**src/rtl/uart_rx_fifo.sv**
```systemverilog
// Buffers bytes from a UART receiver: detects frame ends on the idle rise, rejects short lows, queues bytes in a FWFT FIFO.
// Push visible one cycle after frame end; bytes arriving while full (without a same-cycle pop) are dropped and flagged.
module uart_rx_fifo #(
    parameter int DEPTH          = 16,
    parameter int MIN_FRAME_CLKS = 83328
) (
    input  logic                     clk_i,
    input  logic                     nreset_i,
    input  logic                     enable_i,
    input  logic                     rx_ready_i,
    input  logic [7:0]               rx_data_i,
    output logic                     rx_en_o,
    output logic [7:0]               m_data_o,
    output logic                     m_valid_o,
    input  logic                     m_ready_i,
    output logic [$clog2(DEPTH):0]   count_o,
    output logic                     overflow_o,
    input  logic                     clear_i
);
    localparam int AW = $clog2(DEPTH);
    localparam int LW = $clog2(MIN_FRAME_CLKS + 1);
    localparam logic [LW-1:0] LOW_MAX  = LW'(MIN_FRAME_CLKS);
    localparam logic [AW:0]   FULL_CNT = (AW + 1)'(DEPTH);

    logic [LW-1:0] low_cnt;
    logic          rdy_q;
    logic [AW-1:0] wr_ptr;
    logic [AW-1:0] rd_ptr;
    logic [7:0]    mem [DEPTH];

    logic fe;
    logic push_req;
    logic full;
    logic pop;
    logic push;

    always_comb begin
        fe       = rx_ready_i & ~rdy_q;
        push_req = fe & (low_cnt == LOW_MAX);
        full     = (count_o == FULL_CNT);
        pop      = m_valid_o & m_ready_i;
        // A same-cycle pop frees the slot the full FIFO would otherwise refuse.
        push     = push_req & (~full | pop);
    end

    assign rx_en_o   = enable_i;
    assign m_valid_o = (count_o != '0);
    assign m_data_o  = mem[rd_ptr];

    // Receiver tracking is independent of clear so an in-flight frame survives a flush.
    always_ff @(posedge clk_i) begin
        if (!nreset_i) begin
            low_cnt <= '0;
            rdy_q   <= 1'b1;
        end else begin
            rdy_q <= rx_ready_i;
            if (rx_ready_i)
                low_cnt <= '0;
            else if (low_cnt != LOW_MAX)
                low_cnt <= low_cnt + LW'(1);
        end
    end

    always_ff @(posedge clk_i) begin
        if (!nreset_i) begin
            wr_ptr     <= '0;
            rd_ptr     <= '0;
            count_o    <= '0;
            overflow_o <= 1'b0;
            for (int i = 0; i < DEPTH; i++)
                mem[i] <= 8'h00;
        end else if (clear_i) begin
            wr_ptr     <= '0;
            rd_ptr     <= '0;
            count_o    <= '0;
            overflow_o <= 1'b0;
        end else begin
            if (push) begin
                mem[wr_ptr] <= rx_data_i;
                wr_ptr      <= wr_ptr + AW'(1);
            end
            if (pop)
                rd_ptr <= rd_ptr + AW'(1);
            if (push && !pop)
                count_o <= count_o + (AW + 1)'(1);
            else if (pop && !push)
                count_o <= count_o - (AW + 1)'(1);
            if (push_req && full && !pop)
                overflow_o <= 1'b1;
        end
    end
endmodule

```
**config.mk**
```make
export PLATFORM = sky130hd
export DESIGN_NAME = uart_rx_fifo
export DESIGN_NICKNAME = d
export VERILOG_FILES = /design/src/rtl/uart_rx_fifo.sv
export SDC_FILE = /design/constraint.sdc
export NUM_CORES = 1
export LEC_CHECK = 0
export ABC_AREA = 1
export CAP_MARGIN = 20
export CORE_MARGIN = 2
export CORE_UTILIZATION = 40
export DETAILED_ROUTE_END_ITERATION = 8
export GPL_TIMING_DRIVEN = 0
export PLACE_DENSITY_LB_ADDON = 0.3
export SYNTH_ARGS = -nofsm -noshare
export SYNTH_HDL_FRONTEND = slang
export SYNTH_SLANG_ARGS = --single-unit
```
**constraint.sdc**
```tcl
create_clock -name clk_i -period 3.8 [get_ports clk_i]
set_clock_uncertainty 0.05 [all_clocks]
set_input_delay 0.76 -clock clk_i [delete_from_list [all_inputs] [get_ports clk_i]]
set_output_delay 0.76 -clock clk_i [all_outputs]
set_load 0.005 [all_outputs]
```
==> flow_summary.json <==
{
  "synth_top_cell_by_area": "edfxtp_1",
  "synth_top_family_by_area": "simple AND/OR/NAND/NOR gates",
  "drc": 0,
  "pin_count": 30,
  "critPathMaxStageDelay_ns": 0.53,
  "synth_top_area_share_pct": 49.3,
  "antenna_found_initial": 0,
  "slew_headroom_pct": 41.0,
  "fin_crit_ns": 3.68,
  "numCtsBuffers": 17,
  "overflow": 0,
  "r2r_end": "count_o[4]$_SDFFE_PP0P_",
  "core_region_area_sq_mm": 0.0193,
  "drive_gt1_share_pct": 8.72,
  "grt_pass1_wl_um": 32200,
  "r2r_setup_slack_ns": 0.79,
  "start_util_pct": 40.5,
  "grt_pass1_vias": 5909,
  "synth_common_cells": "265 x nor2_1, 128 x edfxtp_1, 88 x o21ai_0",
  "rsz0062_at_grt": "false",
  "setup_tns_ns": 0,
  "yosysMostFrequentCell": "nor2_1",
  "syn_area_sq_mm": 0.00780,
  "die_area_sq_mm": 0.0206,
  "netSwitchingPower_mw": 0.845,
  "antennaDiodeCount": 0,
  "vias": 5987,
  "critPathTopFamily": "buffers and inverters",
  "yosysSeqAreaShare_pct": 58.5,
  "clockRootBuffer": "clkbuf_16",
  "dp_hpwl_um": 14500,
  "final_hold_viol_count": 0,
  "power_frac_seq_pct": 50.8,
  "synth.top_cells.by_area": "edfxtp_1 49%, nor2_1 13%, dfxtp_1 9.2%",
  "slew_violations": 0,
  "critPathCapture": "m_data_o[2]",
  "tightest_slew_ns": 0.885,
  "start_kind": "flip-flop",
  "leakagePower_nw": 3.23,
  "placed_area_sq_mm": 0.00840,
  "synth_edf_count": 128,
  "clk_pin_slew_worst_paths_ns": 0.06,
  "max_freq_ghz": 0.272,
  "finalSetupViolCount": 0,
  "avgSynthCellArea_sq_um": 9.55,
  "worstPathMaxFanout": 11,
  "synthFlopType": "edfxtp_1",
  "cts.sinks": 164,
  "synthCells": 817,
  "detail-route-antenna-nets": 0,
  "worst-path-buf-inv": 3,
  "cts_tree": "done",
  "synthAdderAreaFrac_pct": 2.02,
  "dp_slack_ns": 0.111,
  "worst_slack_ns": 0.124,
  "syn2layout_area_growth_pct": 15.5,
  "status": "completed",
  "dp_cells": 1109,
  "clock_latency_ns": 0.43,
  "synth_seq_cells": 164,
  "period_share_pct": 96.7,
  "grt_max_degree": 17,
  "crit_arrival_ns": 2.87,
  "end_kind": "output pin",
  "via_per_inst": 5.27,
  "fin_util_pct": 46.7,
  "yosys_warnings": 0,
  "num-fill-cells": 1864,
  "synth-simple-area-share_pct": 23.2,
  "cp.depth": 7,
  "finalInstanceArea_sq_mm": 0.00901,
  "fp.dieW_um": 144,
  "vdd_drop_max_mv": 0.358,
  "hold_path_class": "flip-flop to flip-flop",
  "fp-row-count": 51,
  "wirelength_um": 20700,
  "synth_compound_gate_area_share_pct": 10.5,
  "die_h_um": 144,
  "p_int_mw": 3.13,
  "clockBufferDepth": 2,
  "pwr-share-comb_pct": 3.6,
  "clockPowerShare_pct": 45.5,
  "cp_slowest_cell": "clkdlybuf4s50_1",
  "gr-usage-all-layers_pct": 21.2,
  "place.gp.congestion": 0.958,
  "first_pass_iters": 5,
  "path_cells": "inv_2, buf_1, nor2_1, o211ai_1, nand3_1, nand2_1, clkdlybuf4s50_1",
  "drv_cap": 0,
  "nets": 887,
  "critical_path_class": "flip-flop to output pin",
  "drt_iter0_drc": 596,
  "holdWs_ns": 0.437,
  "cts_max_level": 4,
  "async_flop_share_pct": 0,
  "synthXorXnorAreaFrac_pct": 1.01,
  "cp.required_ns": 2.99,
  "syn_nets": 843,
  "p_per_area_mw_per_mm2": 441,
  "finalPower_mw": 3.97,
  "yosysUniqueCellTypes": 34,
  "io_buffers": 27,
  "routedWlPerCell_um": 18.2,
  "r2r_cells": 16,
  "muxShareOfSynthArea_pct": 0,
  "finalNonFillerCells": 1137,
  "sw_frac_of_total_pct": 21.3,
  "reg2reg_from": "low_cnt[0]$_SDFFE_PP0P_"
}
[worst min path at each step]
stage | start | cells after the start | slack (ns) | to
6_report | overflow_o$_SDFFE_PP0P_ | 2 | 0.44 | overflow_o$_SDFFE_PP0P_
5_1_grt | rd_ptr[3]$_SDFFE_PP0N_ | 2 | 0.47 | rd_ptr[3]$_SDFFE_PP0N_
4_1_cts | overflow_o$_SDFFE_PP0P_ | 2 | 0.44 | overflow_o$_SDFFE_PP0P_
3_5_place_dp | overflow_o$_SDFFE_PP0P_ | 2 | 0.42 | overflow_o$_SDFFE_PP0P_
3_3_place_gp | overflow_o$_SDFFE_PP0P_ | 2 | 0.42 | overflow_o$_SDFFE_PP0P_
2_1_floorplan | rd_ptr[2]$_SDFFE_PP0N_ | 2 | 0.40 | flip-flop
[state kept, by name, summed over array words and instances (netlist names), named ones only]
signal      cells
count_o         5
wr_ptr          4
overflow_o      1
low_cnt        17
mem           128
rd_ptr          4
rdy_q           1
[cell usage in the layout (no fill, tap or decap), types with 5 or more instances in the layout]
cell type,count
nand4_4,8
nand4_2,9
clkbuf_16,17
a21oi_1,23
ha_1,11
nor2_2,11
o211ai_1,32
nor3_1,6
o21ai_0,88
xor2_1,8
clkinv_2,5
nor2_1,265
clkbuf_1,22
nand2_1,63
dfxtp_1,36
inv_1,45
nand3_1,25
clkdlybuf4s50_1,27
buf_1,7
edfxtp_1,128
buf_2,5
[repair_timing]
item                                    CTS  global route
hold endpoints to repair                  0             0
buffers inserted                          0             0
endpoints found under the setup margin    5             8
gates resized for setup                   3             2
hold buffers                              0             0
pin swaps                                 0             0
[kinds of logic after synthesis]
family	count (synthesis)
and+or+nand+nor	395
DFF	164
AOI/OAI and AO/OA	146
buffers and inverters	91
adders and majority gates	12
xor gates and xnor gates	9
[per-layer routing]
layer  GRT usage [%]  routed length, um  vias up  share of wire [%]
met5               0                  0        -                  0
met4            6.66                459        0                2.2
met3            4.97               1500       33                7.2
met2            35.6               9930      208                 48
met1            27.3               8790     2869                 43
li1                -                  -     2877                  -
[worst reg2reg max path, delay by kind of cell, from the launching register on]
kind | cells | cell delay (ns)
AO/OA/AOI/OAI | 2 | 0.26
XOR/XNOR | 1 | 0.17
adder cells (fa/ha/maj) | 3 | 0.80
buffers and inverters | 3 | 0.38
flip-flops | 1 | 0.35
AND/OR/NAND/NOR | 7 | 0.92
[cell type report]
type	instances	area [sq um]	share of cell area, %
Clock inverter	13	183	2.03
Tap cell	265	332	3.68
Sequential cell	164	4560	50.7
Buffer	40	188	2.08
Multi-Input combinational cell	562	2860	31.8
Timing Repair Buffer	27	270	3.00
Inverter	49	185	2.06
Clock buffer	17	425	4.72
[power by group through the flow]
stage / registers [mW] / logic (mW) / clock network, mW
after detailed placement: 2.06 / 0.143 / 0
after CTS: 2.02 / 0.143 / 1.81
after floorplan: 2.05 / 0.0732 / 0
after global routing: 2.03 / 0.154 / 1.89
after global placement: 2.05 / 0.141 / 0
final: 2.02 / 0.144 / 1.81
No activity file was read; power rests on OpenSTA's default activity.
